===== config.mk =====
export PLATFORM = sky130hd
export DESIGN_NAME = ofs_plat_axi_mem_if_outstanding_limit
export DESIGN_NICKNAME = d
export VERILOG_FILES = /design/src/rtl/ofs_plat_axi_mem_if_outstanding_limit.sv
export SDC_FILE = /design/constraint.sdc
export NUM_CORES = 1
export LEC_CHECK = 0
export CAP_MARGIN = 30
export CORE_ASPECT_RATIO = 0.5
export CORE_MARGIN = 5
export CORE_UTILIZATION = 23
export DETAILED_ROUTE_END_ITERATION = 7
export PLACE_DENSITY = 0.83
export SETUP_SLACK_MARGIN = 0.1
export SYNTH_ARGS = -nofsm -noshare
export SYNTH_HDL_FRONTEND = slang
export SYNTH_SLANG_ARGS = --single-unit

===== constraint.sdc =====
create_clock -name clk -period 3.6 [get_ports clk]
set_input_delay 0.72 -clock clk [delete_from_list [all_inputs] [get_ports clk]]
set_output_delay 0.72 -clock clk [all_outputs]
set_load 0.02 [all_outputs]

===== src/rtl/ofs_plat_axi_mem_if_outstanding_limit.sv =====
// Limits the number of AXI write and read bursts in flight by gating AW/AR
// against registered outstanding counters that retire on B and R-last.
module ofs_plat_axi_mem_if_outstanding_limit #(
  parameter int AW_WIDTH      = 64,
  parameter int AR_WIDTH      = 64,
  parameter int MAX_WR_BURSTS = 16,
  parameter int MAX_RD_BURSTS = 16,
  localparam int CW_WR = $clog2(MAX_WR_BURSTS + 1),
  localparam int CW_RD = $clog2(MAX_RD_BURSTS + 1)
) (
  input  logic                clk,
  input  logic                reset,

  input  logic                src_awvalid,
  input  logic [AW_WIDTH-1:0] src_aw,
  output logic                src_awready,
  output logic                snk_awvalid,
  output logic [AW_WIDTH-1:0] snk_aw,
  input  logic                snk_awready,

  input  logic                src_arvalid,
  input  logic [AR_WIDTH-1:0] src_ar,
  output logic                src_arready,
  output logic                snk_arvalid,
  output logic [AR_WIDTH-1:0] snk_ar,
  input  logic                snk_arready,

  input  logic                bvalid,
  input  logic                bready,
  input  logic                rvalid,
  input  logic                rready,
  input  logic                rlast,

  output logic [CW_WR-1:0]    wr_outstanding,
  output logic [CW_RD-1:0]    rd_outstanding,
  output logic                wr_full,
  output logic                rd_full,
  output logic                idle,
  output logic                err_underflow
);

  logic [CW_WR-1:0] wr_cnt_q, wr_cnt_d;
  logic [CW_RD-1:0] rd_cnt_q, rd_cnt_d;
  logic             err_q, err_d;

  logic aw_fire, b_fire, ar_fire, r_done;

  // Full is taken from the registered count only, so a retiring B/R-last
  // never reaches the ready outputs combinationally.
  assign wr_full = (wr_cnt_q == CW_WR'(MAX_WR_BURSTS));
  assign rd_full = (rd_cnt_q == CW_RD'(MAX_RD_BURSTS));

  assign snk_awvalid = src_awvalid & ~wr_full & ~reset;
  assign src_awready = snk_awready & ~wr_full & ~reset;
  assign snk_arvalid = src_arvalid & ~rd_full & ~reset;
  assign src_arready = snk_arready & ~rd_full & ~reset;

  assign snk_aw = src_aw;
  assign snk_ar = src_ar;

  assign aw_fire = snk_awvalid & snk_awready;
  assign b_fire  = bvalid & bready;
  assign ar_fire = snk_arvalid & snk_arready;
  assign r_done  = rvalid & rready & rlast;

  always_comb begin
    wr_cnt_d = wr_cnt_q;
    rd_cnt_d = rd_cnt_q;
    err_d    = err_q;

    if (aw_fire && !b_fire) begin
      wr_cnt_d = wr_cnt_q + CW_WR'(1);
    end else if (!aw_fire && b_fire) begin
      // A retire with nothing outstanding holds the count at zero and flags it.
      if (wr_cnt_q == '0) err_d = 1'b1;
      else                wr_cnt_d = wr_cnt_q - CW_WR'(1);
    end

    if (ar_fire && !r_done) begin
      rd_cnt_d = rd_cnt_q + CW_RD'(1);
    end else if (!ar_fire && r_done) begin
      if (rd_cnt_q == '0) err_d = 1'b1;
      else                rd_cnt_d = rd_cnt_q - CW_RD'(1);
    end
  end

  always_ff @(posedge clk) begin
    if (reset) begin
      wr_cnt_q <= '0;
      rd_cnt_q <= '0;
      err_q    <= 1'b0;
    end else begin
      wr_cnt_q <= wr_cnt_d;
      rd_cnt_q <= rd_cnt_d;
      err_q    <= err_d;
    end
  end

  assign wr_outstanding = wr_cnt_q;
  assign rd_outstanding = rd_cnt_q;
  assign idle           = (wr_cnt_q == '0) && (rd_cnt_q == '0);
  assign err_underflow  = err_q;

endmodule


Yosys cells after proc, flatten, opt, wreduce, memory -nomap -nowiden
Cells that the tools add are included.
{ "op_classes": {"n_addsub": 4, "eq_ne": 4, "mux": 12, "bitwise_logic": 16, "reduce_logical": 15} }
{ "ops": {"columns": ["op", "n"], "rows": [
  ["two-way mux 5 bit", 6],
  ["bitwise AND 1 bit", 13],
  ["adder 5 x 1 -> 5 bit, second input constant", 2],
  ["equality test 5 bit, second input constant", 2],
  ["zero test 5 bit", 2],
  ["subtractor 5 x 1 -> 5 bit, second input constant", 2],
  ["two-way mux 1 bit", 6],
  ["logical AND 1 bit", 5],
  ["zero test 1 bit", 4],
  ["inequality test 2 bit, second input constant", 2],
  ["AND reduction 2 bit", 2],
  ["nonzero test 2 bit", 2],
  ["NOT 1 bit", 3]
]} }
{ "word_totals": {"register_bits": 11, "inputBits": 139, "out_inout_bits": 146, "elab_cells": 54} }

Depth between registers and ports, before layout
Gate-level depths: netlist of run 1.
{ "logic_depth": {"word_depth": 12, "depth_mapped": 11, "depth_no_buf": 11} }

Least setup slack after synthesis of run 1
OpenSTA, ideal clock, no wires.
{ "synth_timing": {"kind": "flip-flop to flip-flop", "start": "reg rd_cnt_q[0], in the netlist rd_outstanding[0]", "end": "reg rd_cnt_q[4], in the netlist rd_outstanding[4]", "setup_ns": 0.091, "arrival_ns": 2.599, "t_required_ns": 3.509, "slack_ns": 0.910, "stages_incl_launch_ff": 10, "n_path_buf": 0, "synth_period_minus_slack_ns": 2.690, "cell_sequence": "dfxtp_1 -> nor4_2 -> a21oi_1 -> and3_1 -> ha_1 -> fa_1 -> nand2b_1 -> a21o_1 -> or2_2 -> a311oi_1"} }
{ "synth_between": {"elab_chain_len": 9, "elab_cells_between_ends": 17, "cone_classes": "2 x add/sub; 2 x eq/ne; 3 x mux; 4 x bitwise; 6 x reduce/logical"} }
{ "synth_rtl": {"columns": ["item", "line_no", "rtl"], "rows": [
  ["start, declared", "43", "logic [CW_RD-1:0] rd_cnt_q, rd_cnt_d;"],
  ["start signal, assigned", "94", "rd_cnt_q <= rd_cnt_d;"],
  ["equality test 5 bit", "51", "assign rd_full = (rd_cnt_q == CW_RD'(MAX_RD_BURSTS));"],
  ["NOT 1 bit", "55", "assign snk_arvalid = src_arvalid & ~rd_full & ~reset;"],
  ["bitwise AND 1 bit (2 in series)", "55", null],
  ["bitwise AND 1 bit", "63", "assign ar_fire = snk_arvalid & snk_arready;"],
  ["zero test 1 bit", "81", "end else if (!ar_fire && r_done) begin"],
  ["logical AND 1 bit", "81", null],
  ["nonzero test 2 bit (no source line)", null, null],
  ["AND reduction 2 bit (no source line)", null, null]
]} }
Parallel ways exist; a longest one is shown, timed or not. The select of a mux whose other input is x is not followed.
A chain may end at the register's enable or synchronous reset.

Final worst setup path of run 1
{ "layout_timing": {"start": "in reset", "end": "reg rd_cnt_q[4], in the netlist rd_outstanding[4]"} }
{ "layout_between": {"elab_chain_len": 7, "elab_cells_between_ends": 10, "cone_classes": "1 x eq/ne; 1 x mux; 3 x bitwise; 5 x reduce/logical"} }
{ "layout_rtl": {"columns": ["item", "line_no", "rtl"], "rows": [
  ["start, declared", "12", "input logic reset,"],
  ["NOT 1 bit", "55", null],
  ["bitwise AND 1 bit", "55", null],
  ["bitwise AND 1 bit", "63", null],
  ["zero test 1 bit", "81", null],
  ["logical AND 1 bit", "81", null],
  ["nonzero test 2 bit (no source line)", null, null],
  ["AND reduction 2 bit (no source line)", null, null]
]} }
Parallel ways exist; a longest one is shown, timed or not.

==> qor.txt, run 1 <==
CLOCKING
------------------------------------------------------------------------------------------
Clock edge transition at the registers on the reported setup and hold paths        0.04 ns
Quantity of hold-fixing buffers added after cts                                          0
Bufs on Longest Clock Path                                                               2
Clock sink total                                                                        11
Post-cts repair resize count                                                             0
Number of levels in the clock H-tree                                                     1
TritonCTS clock tree                                                                  done
Post-CTS Setup Repair Bufs                                                               0
Clock buffer count from CTS                                                              3
CTS root buf                                                                     clkbuf_16
Worst-Skew Late Latency                                                            0.24 ns

DIE
------------------------------------------------------------------------------------------
Floorplan core area                                                               7890 µm²
Effective utilization at floorplan                                                   0.233
Die height                                                                         73.2 µm
Die Span X                                                                          136 µm
Total I/O pin count                                                                    285
Floorplan die area                                                                9990 µm²
Total number of placement rows                                                          23

GRT
------------------------------------------------------------------------------------------
First-pass GRT wire length                                                         6330 µm
Initial antenna violation count                                                          0
Global-route congestion overflow total                                                   0
Maximum number of pins on one net before global-route repair                            13
Global Route Usage Sum                                                              0.0834
Number of global-route vias before repair                                             1071

SYNTH
------------------------------------------------------------------------------------------
Synthesized netlist cell count                                                         234
Summed instance area of the synthesized netlist                                   1840 µm²
Syn avg cell area                                                                 7.86 µm²
Post-synthesis net count                                                               385
Post-synthesis cell type count                                                          29
Total of flip-flops plus latches after synthesis                                        11
Yosys warning count                                                                      0
Post-synthesis sequential area ratio                                                 0.120

TIMING
------------------------------------------------------------------------------------------
Final cycle utilization of the critical path                                         0.831
Hold Slack                                                                        0.522 ns
Final Skew                                                                      0.00178 ns
Setup-violating endpoint count in the final report                                       0
Time the final worst path needs with I/O delays and setup                          2.99 ns
Worst Tran Pin Value                                                              0.457 ns
Fmax                                                                             0.334 GHz
Setup TNS                                                                             0 ns
Max Slew Vio Count                                                                       0
RSZ-0062 raised after global routing                                                    no
Final count of hold timing violations                                                    0
Max_slew headroom                                                                    0.692

CRITICAL PATH
------------------------------------------------------------------------------------------
CP max-delay cell                                                             clkdlybuf4s50_1
Worst setup path category                                                     input port to flip-flop
Arrival time at the worst endpoint                                                 3.15 ns
Crit path top cell by count                                                           ha_1
Sum of buffers and inverters on the critical path                                        2
Crit Reg-Reg Startpoint                                                       rd_outstanding[0]
Crit path required time                                                            3.75 ns
CP Cell Sequence                                                              clkdlybuf4s50_1 > a21oi_1 > and3_1 > ha_1 > inv_1 > ha_1 > nand2b_1 > a21o_1 > or2_2 > a311oi_1
Critical register-to-register path endpoint                                   rd_outstanding[4]
Kind of launch point of the worst setup path                                    input port
Biggest fanout along the worst timing path                                               7
Cells on worst reg2reg path                                                              9
Setup slack of the worst register-to-register path                                 0.76 ns
Worst path max stage delay                                                         0.45 ns
Cell class contributing the biggest share of worst-path delay                  adder cells
Number of logic stages on the critical path including buffering                         10
CP Capture Type                                                                  flip-flop

PLACED DESIGN
------------------------------------------------------------------------------------------
HPWL after detailed placement                                                      3620 µm
Final RePlAce weighted congestion                                                    0.877
Count of input and output buffers                                                       28

ROUTING
------------------------------------------------------------------------------------------
Routed WL per cell                                                                 17.4 µm
Routed wire length                                                                 4340 µm
Final antenna-violating net count                                                        0
Drt drc                                                                                  0
1st-pass router iterations                                                               4
Average vias per placed instance                                                      4.23
Detailed Route Iter0 Violations                                                         20
Via Count                                                                             1057

POWER AND IR DROP
------------------------------------------------------------------------------------------
Fraction of power consumed by the clock network                                      0.207
Switching power                                                                 0.000409 W
Fraction of power consumed by combinational cells                                    0.577
Int Power                                                                       0.000594 W
Leakage power                                                                     0.529 nW
Worst IR drop on VDD                                                              0.153 mV
Sequential share of power                                                            0.216
PD cells                                                                        727 nW/µm²
Switching part of the total power                                                    0.408

WORST HOLD PATH
------------------------------------------------------------------------------------------
Worst hold start                                                              rd_outstanding[2]
Hold endpoint                                                                 rd_outstanding[2]
Worst Hold Depth                                                                         2
Min-Delay Path Class                                                          flip-flop to flip-flop

CELLS AND AREA
------------------------------------------------------------------------------------------
Post-synthesis to final-layout area growth                                          -24.9%
Nets                                                                                   290
Number of antenna cells inserted                                                         0
Fraction of final layout cells with drive strength greater than 1                   0.0725

FLOW RUN
------------------------------------------------------------------------------------------
Max-cap violation count                                                                  0

RUN STATUS
------------------------------------------------------------------------------------------
Run status                                                                    finished clean

cells in the mapped netlist:
| master | count | area [µm²] |
|---|---|---|
| o41ai_1 | 1 | 8.76 |
| a32o_1 | 1 | 10.0 |
| a211oi_1 | 3 | 22.5 |
| nor2b_1 | 1 | 6.26 |
| a2111oi_0 | 1 | 8.76 |
| nor4_2 | 1 | 12.5 |
| nor4_1 | 2 | 12.5 |
| or2_2 | 1 | 6.26 |
| and3_1 | 2 | 12.5 |
| nor3_2 | 2 | 20.0 |
| nor3_1 | 1 | 5.00 |
| a21o_1 | 3 | 22.5 |
| a221oi_1 | 1 | 8.76 |
| nand2_1 | 7 | 26.3 |
| or4_4 | 2 | 22.5 |
| ha_1 | 10 | 125 |
| nand2b_1 | 2 | 12.5 |
| nor2_1 | 11 | 41.3 |
| buf_4 | 128 | 961 |
| inv_1 | 11 | 41.3 |
| fa_1 | 2 | 40.0 |
| dfxtp_1 | 11 | 220 |
| a311oi_1 | 4 | 35.0 |
| and2_1 | 5 | 31.3 |
| clkbuf_1 | 1 | 3.75 |
| nand3_1 | 5 | 25.0 |
| xor2_1 | 1 | 8.76 |
| a21oi_1 | 9 | 45.0 |
| xnor2_1 | 5 | 43.8 |
how the worst max path moves through the flow:
stage,start,endpoint,slack (ns)
after floorplan,rd_outstanding[0],rd_outstanding[4],0.91
after global placement,reset,rd_outstanding[4],0.45
after detailed placement,reset,rd_outstanding[4],0.37
after CTS,reset,rd_outstanding[4],0.62
after global routing,reset,rd_outstanding[4],0.41
final,reset,rd_outstanding[4],0.61
final cells by class:
type	instances	area (µm²)
inverter	11	41.3
tap	112	140
sequential	11	220
timing repair buffer	29	288
fill	877	6500
multi-input combinational	83	613
clock buffer	4	78.8
kinds of logic after synthesis:
family	synth area share
buf+inv	0.547
xor+xnor	0.0286
compound gates	0.0878
fa+ha+maj	0.0898
flops	0.120
simple gates	0.127
state kept, by name (all words and copies together), names as in the netlist:
signal	count
err_underflow	1
rd_outstanding	5
wr_outstanding	5
cells in the final DEF, fill, tap and decap left out, types with 3 or more instances in the layout:
cell             synthesis  final
a211oi_1                 3      3
a21oi_1                  9      9
ha_1                    10     10
inv_1                   11     11
a21o_1                   3      3
xnor2_1                  5      5
nor2_1                  11     11
clkdlybuf4s50_1          0     28
nand3_1                  5      5
a311oi_1                 4      4
nand2_1                  7      7
clkbuf_16                0      3
dfxtp_1                 11     11
and2_1                   5      5
per-layer routing:
layer | track usage | routed length (µm) | vias to the layer above | share of wire
li1 | - | - | 445 | -
met4 | 0.0670 | 291 | 2 | 0.067
met2 | 0.115 | 1900 | 115 | 0.44
met3 | 0.0985 | 989 | 38 | 0.23
met5 | 0.0253 | 30 | - | 0.0069
met1 | 0.0617 | 1140 | 457 | 0.26
power by group through the flow:
stage	clock [W]	sequential, W	combinational (W)
2_1_floorplan	0	0.000246	0.000555
3_3_place_gp	0	0.000217	0.000571
3_5_place_dp	0	0.000216	0.000580
4_1_cts	0.000210	0.000215	0.000584
5_1_grt	0.000218	0.000225	0.000633
6_report	0.000208	0.000217	0.000579
worst reg2reg max path, cell delays in order, from the launching register on:
cell and delay [ns]:
dfxtp_1 0.37, nor4_2 0.42, a21oi_1 0.16, and3_1 0.22, ha_1 0.30, fa_1 0.41, nand2b_1 0.19, a21o_1 0.19
or2_2 0.27, a311oi_1 0.23
metrics by stage:
step	instance area (µm²)	power (W)	std cells	worst slack, ns	utilization
2_1_floorplan	1840	0.000801	234	0.910	-
3_3_place_gp	1300	0.000787	246	0.450	0.165
3_5_place_dp	1300	0.000797	246	0.368	0.165
4_1_cts	1380	0.00101	250	0.619	0.175
5_1_grt	1380	0.00108	250	0.413	0.175
6_report	1380	0.00100	250	0.608	0.175
Note: power is estimated with default switching activity, not from simulation.
==> inputs of run 2 (changes only) <==
- clock period: 3.6 -> 3.1 ns (I/O delays scaled with it)
==> run 2 against run 1 <==
Global-route usage is 0.32 points higher. Critical path type is now input port to primary output. Total power rose by 18%. Worst setup slack got worse by 0.35 ns. Critical endpoint is now src_awready. Largest power group unchanged. Non-clock buffer count grew 5. Utilization up 0.63 points. Combinational power grew 20%.
==> qor.txt, run 2 (synthesis gave the netlist of run 1 again) <==
TIMING
------------------------------------------------------------------------------------------
Final cycle utilization of the critical path                                         0.918
Setup TNS                                                                             0 ns   unchanged
Final Skew                                                                     0.000788 ns   -0.000990 ns
Max_slew headroom                                                                    0.735   +0.0428
RSZ-0062 raised after global routing                                                   yes
Setup-violating endpoint count in the final report                                       0   unchanged
Fmax                                                                             0.351 GHz
Setup slack of the critical path after layout                                     0.254 ns   -0.354 ns
Time the final worst path needs with I/O delays and setup                          2.85 ns
Max Slew Vio Count                                                                       0   unchanged
Worst Tran Pin Value                                                              0.394 ns   -0.0633 ns
Final count of hold timing violations                                                    0   unchanged
Hold Slack                                                                        0.548 ns   +0.0266 ns

ROUTING
------------------------------------------------------------------------------------------
Average vias per placed instance                                                      4.29   +1.4%
Drt drc                                                                                  0   unchanged
Final antenna-violating net count                                                        0   unchanged
Routed wire length                                                                 4490 µm   +3.4%
Routed WL per cell                                                                 17.6 µm   +1.4%
Detailed Route Iter0 Violations                                                         49   +150%
1st-pass router iterations                                                               4   unchanged
Via Count                                                                             1093   +3.4%

FLOW RUN
------------------------------------------------------------------------------------------
Max-cap violation count                                                                  0   unchanged

WORST HOLD PATH
------------------------------------------------------------------------------------------
Worst hold start                                                              err_underflow
Min-Delay Path Class                                                          flip-flop to flip-flop

CELLS AND AREA
------------------------------------------------------------------------------------------
Most common cell after layout, fill and taps aside                            clkdlybuf4s50_1
Nets                                                                                   295   +1.7%
Number of antenna cells inserted                                                         0   unchanged
Total area of multi-input combinational cells                                      624 µm²   +1.8%
Post-synthesis to final-layout area growth                                          -22.2%
Fraction of final layout cells with drive strength greater than 1                    0.133   +0.0604
Commonest cells after routing, fill and taps aside                            28 x clkdlybuf4s50_1, 11 x inv_1, 11 x nor2_1, 11 x dfxtp_1
Storage element area                                                               220 µm²   unchanged
Filler cell count                                                                      873   -0.46%

POWER AND IR DROP
------------------------------------------------------------------------------------------
Int Power                                                                       0.000701 W   +18%
Switching part of the total power                                                    0.410   +0.00164
Overall power                                                                    0.00119 W   +18%
Sequential share of power                                                            0.212   -0.004
Switching power                                                                 0.000486 W   +19%
Leakage power                                                                     0.559 nW   +5.7%
Worst IR drop on VDD                                                              0.206 mV   +34%
Fraction of power consumed by combinational cells                                    0.583   +0.006
PD cells                                                                        830 nW/µm²   +14%
Fraction of power consumed by the clock network                                      0.205   -0.002

DIE
------------------------------------------------------------------------------------------
Total I/O pin count                                                                    285   unchanged
Total number of placement rows                                                          23   unchanged
Floorplan die area                                                                9990 µm²   unchanged
Die Span X                                                                          136 µm   unchanged
Floorplan core area                                                               7890 µm²   unchanged
Effective utilization at floorplan                                                   0.233   unchanged
Die height                                                                         73.2 µm   unchanged

GRT
------------------------------------------------------------------------------------------
First-pass GRT wire length                                                         6510 µm   +2.7%
Initial antenna violation count                                                          0   unchanged
Maximum number of pins on one net before global-route repair                            13   unchanged
Number of global-route vias before repair                                             1135   +6.0%
Global-route congestion overflow total                                                   0   unchanged
Global Route Usage Sum                                                              0.0866   +0.00323

CLOCKING
------------------------------------------------------------------------------------------
Clock sink total                                                                        11   unchanged
Worst-Skew Late Latency                                                            0.24 ns   about the same
Bufs on Longest Clock Path                                                               2   unchanged
CTS root buf                                                                     clkbuf_16
TritonCTS clock tree                                                                  done
Number of levels in the clock H-tree                                                     1   unchanged
Quantity of hold-fixing buffers added after cts                                          0   unchanged
Clock edge transition at the registers on the reported setup and hold paths        0.04 ns   about the same
Clock buffer count from CTS                                                              3   unchanged

RUN STATUS
------------------------------------------------------------------------------------------
Run status                                                                    finished clean

CRITICAL PATH
------------------------------------------------------------------------------------------
CP Capture Type                                                               primary output
Critical path launch point                                                           reset
Worst setup path category                                                     input port to primary output
Biggest fanout along the worst timing path                                              12   +5
Crit path required time                                                            2.48 ns   -1.27 ns
Crit Reg-Reg Startpoint                                                       rd_outstanding[2]
Kind of launch point of the worst setup path                                    input port
Arrival time at the worst endpoint                                                 2.23 ns   -0.92 ns

PLACED DESIGN
------------------------------------------------------------------------------------------
Final RePlAce weighted congestion                                                    0.881   +0.46%
HPWL after detailed placement                                                      3730 µm   +3.2%
Worst slack after detailed placement                                             0.0502 ns   -0.318 ns
Count of input and output buffers                                                       28   unchanged

run 2: worst max-delay path, stage by stage:
cell,delay [ns]
clkdlybuf4s50_1,0.42
buf_4,0.15
buf_4,0.17
inv_1,0.11
and3_1,0.15
clkdlybuf4s50_1,0.60
run 2: power groups by stage:
stage / clock, W / combinational, W / sequential (W)
after global routing: 0.000257 / 0.000763 / 0.000256
after CTS: 0.000247 / 0.000695 / 0.000247
after floorplan: 0 / 0.000644 / 0.000286
final: 0.000243 / 0.000693 / 0.000252
after global placement: 0 / 0.000677 / 0.000249
after detailed placement: 0 / 0.000689 / 0.000249
run 2: path summary, 6_finish.rpt:
check,cells past startpoint,slack (ns),end
max,6,0.25,src_awready
min,2,0.55,err_underflow
max reg2reg,9,0.36,rd_outstanding[4]
min reg2reg,2,0.55,err_underflow
run 2: layout make-up:
cell class                      count  area share
Sequential cell                    11       0.154
Tap cell                          112      0.0979
Timing Repair Buffer               34       0.227
Clock buffer                        3      0.0524
Multi-Input combinational cell     83       0.436
Inverter                           11      0.0288
Clock inverter                      1     0.00350
run 2: per-stage QoR:
stage	utilization	std cells	cell area, µm²
after floorplan	-	234	1840
after global placement	0.170	251	1340
after detailed placement	0.170	251	1340
after CTS	0.180	255	1420
after global routing	0.182	255	1430
final	0.182	255	1430
run 2: repair_timing:
action,CTS,global route
gates resized for setup,0,3
buffers inserted,0,0
endpoints found under the setup margin,0,3
run 2: metal layers:
layer | global-route usage | wire length, µm | vias to the layer above
met2 | 0.128 | 1970 | 114
met5 | 0.0253 | 31 | -
met3 | 0.0985 | 990 | 39
met4 | 0.0693 | 302 | 2
li1 | - | - | 453
met1 | 0.0601 | 1190 | 485
==> inputs of run 3 (changes only) <==
- CORE_AREA: not set -> 5 5 108 110
- CORE_ASPECT_RATIO: 0.5 -> not set
- CORE_MARGIN: 5 -> not set
- CORE_UTILIZATION: 23 -> not set
- CTS_BUF_LIST: not set -> sky130_fd_sc_hd__clkbuf_4 sky130_fd_sc_hd__clkbuf_8
- DIE_AREA: not set -> 0 0 113 115
- PLACE_DENSITY: 0.83 -> 0.66
- TNS_END_PERCENT: not set -> 5
==> run 3 against run 2 <==
Utilization shrank 4.7 points. Final cell count grew 11%. Via count shrank 2.4%. Critical endpoint is now idle. Worst setup slack lost 0.016 ns. Largest power group unchanged. Sequential share of layout area is essentially flat. Clock-buffer cell count is the same. Highest routed layer is now met4. Sequential power is essentially flat. Total power shrank 5.6%. Clock power shrank 40%. Die area grew 30%. Combinational power grew 4.8%.
==> qor.txt, run 3 (synthesis gave the netlist of run 1 again) <==
CLOCKING
------------------------------------------------------------------------------------------
Post-CTS Setup Repair Bufs                                                               0   unchanged
CTS root buf                                                                      clkbuf_8
Bufs on Longest Clock Path                                                               2   unchanged
Clock sink total                                                                        11   unchanged
Clock buffer count from CTS                                                              3   unchanged
Number of levels in the clock H-tree                                                     1   unchanged
TritonCTS clock tree                                                                  done
Clock edge transition at the registers on the reported setup and hold paths        0.05 ns   about the same
Worst-Skew Late Latency                                                            0.24 ns   about the same

GRT
------------------------------------------------------------------------------------------
Global Route Usage Sum                                                              0.0678   -0.0189
Maximum number of pins on one net before global-route repair                            14   +1
Initial antenna violation count                                                          0   unchanged
First-pass GRT wire length                                                         6600 µm   +1.4%
Number of global-route vias before repair                                             1102   -2.9%
Global-route congestion overflow total                                                   0   unchanged

PLACED DESIGN
------------------------------------------------------------------------------------------
Placed Instances                                                                       280   +12%
HPWL after detailed placement                                                      3940 µm   +5.7%
Count of input and output buffers                                                       28   unchanged
Final RePlAce weighted congestion                                                    0.781   -11%

ROUTING
------------------------------------------------------------------------------------------
1st-pass router iterations                                                               4   unchanged
Routed wire length                                                                 4580 µm   +2.0%
Detailed Route Iter0 Violations                                                         40   -18%
Drt drc                                                                                  0   unchanged
Via Count                                                                             1067   -2.4%
Final antenna-violating net count                                                        0   unchanged
Amount of wire on met3 after detailed routing                                       700 µm   -29%
Met2 wire length                                                                   2200 µm   +11%
Highest metal layer with signal wires                                                 met4
Routed WL per cell                                                                 16.1 µm   -8.4%
Average vias per placed instance                                                      3.76   -12%
Met1 Routed Length                                                                 1390 µm   +17%

CRITICAL PATH
------------------------------------------------------------------------------------------
Crit path required time                                                            2.48 ns   about the same
CP Capture Type                                                               primary output
Worst setup path category                                                     flip-flop to primary output
Biggest fanout along the worst timing path                                               5   -7
Kind of launch point of the worst setup path                                     flip-flop
Arrival time at the worst endpoint                                                 2.24 ns   about the same
Cells on worst reg2reg path                                                             10   +1

FLOW RUN
------------------------------------------------------------------------------------------
Max-cap violation count                                                                  0   unchanged

TIMING
------------------------------------------------------------------------------------------
Time the final worst path needs with I/O delays and setup                          2.86 ns   +0.0156 ns
Final cycle utilization of the critical path                                         0.923   +0.00503
Setup TNS                                                                             0 ns   unchanged
Final count of hold timing violations                                                    0   unchanged
Fmax                                                                             0.349 GHz   -0.55%
Setup-violating endpoint count in the final report                                       0   unchanged
RSZ-0062 raised after global routing                                                   yes
Final Skew                                                                      0.00264 ns   +0.00185 ns
Max_slew headroom                                                                    0.684   -0.0508
Hold Slack                                                                        0.488 ns   -0.0598 ns
Max Slew Vio Count                                                                       0   unchanged
Worst Tran Pin Value                                                              0.469 ns   +0.0751 ns

CELLS AND AREA
------------------------------------------------------------------------------------------
Number of antenna cells inserted                                                         0   unchanged
Post-synthesis to final-layout area growth                                          -22.2%   about the same
Count of non-filler cells in the finished layout                                       284   +11%
Filler cell count                                                                     1201   +38%
Nets                                                                                   296   +0.34%
Fraction of final layout cells with drive strength greater than 1                    0.118   -0.0148
Storage element area                                                               220 µm²   unchanged
Commonest cells after routing, fill and taps aside                            28 x clkdlybuf4s50_1, 11 x inv_1, 11 x nor2_1, 11 x dfxtp_1, 10 x ha_1
Total area of multi-input combinational cells                                      614 µm²   -1.6%
Most common cell after layout, fill and taps aside                            clkdlybuf4s50_1

WORST HOLD PATH
------------------------------------------------------------------------------------------
Min-Delay Path Class                                                          flip-flop to flip-flop
Worst Hold Depth                                                                         2   unchanged

DIE
------------------------------------------------------------------------------------------
Floorplan core area                                                              10600 µm²   +34%
Floorplan die area                                                               13000 µm²   +30%
Total number of placement rows                                                          38   +65%
Die Span X                                                                          113 µm   -17%
Total I/O pin count                                                                    285   unchanged
Die height                                                                          115 µm   +57%
Effective utilization at floorplan                                                   0.173   -0.0598

POWER AND IR DROP
------------------------------------------------------------------------------------------
PD cells                                                                        784 nW/µm²   -5.6%
Worst IR drop on VDD                                                              0.147 mV   -29%
Leakage power                                                                     0.547 nW   -2.2%

RUN STATUS
------------------------------------------------------------------------------------------
Run status                                                                    finished clean

-- run 3: area by class of cell --
type,instances,share of cell area
clock inverter,1,0.00350
clock buffer,3,0.0289
sequential,11,0.154
inverter,11,0.0289
timing repair buffer,35,0.233
multi-input combinational,83,0.430
tap,140,0.122
-- run 3: what timing repair did --
action | CTS | global route
hold buffers | 0 | 0
resized for setup | 0 | 1
hold endpoints to repair | 0 | 0
setup endpoints to repair | 0 | 2
-- run 3: worst max-delay path, cell delays in order (launching register included) --
cell	delay [ns]
dfxtp_1	0.32
buf_4	0.15
or4_4	0.54
nor4_1	0.27
clkdlybuf4s50_1	0.72
-- run 3: report_power, final --
| group | switching (W) | internal (W) |
|---|---|---|
| clock | 0.0000576 | 0.0000886 |
| combinational | 0.000372 | 0.000354 |
| sequential | 0.0000669 | 0.000182 |
-- run 3: path summary, 6_finish.rpt --
check / startpoint / end / slack, ns
setup reg to reg: rd_outstanding[2] / rd_outstanding[4] / 0.29
hold reg to reg: err_underflow / err_underflow / 0.49
hold / removal: err_underflow / err_underflow / 0.49
setup / recovery: rd_outstanding[0] / idle / 0.24
-- run 3: per-layer routing --
layer | vias up | global-route usage
met4 | 0 | 0.0545
met5 | - | 0
met2 | 72 | 0.110
met3 | 46 | 0.0521
li1 | 455 | -
met1 | 494 | 0.0546
-- run 3: through the flow --
stage	util	worst slack (ns)	area, µm²	total power (W)
final	0.135	0.239	1430	0.00112
after global routing	0.135	0.0587	1430	0.00121
after CTS	0.135	0.170	1430	0.00113
after detailed placement	0.130	0.00465	1380	0.000984
after global placement	0.130	0.139	1380	0.000967
after floorplan	-	0.410	1840	0.000931
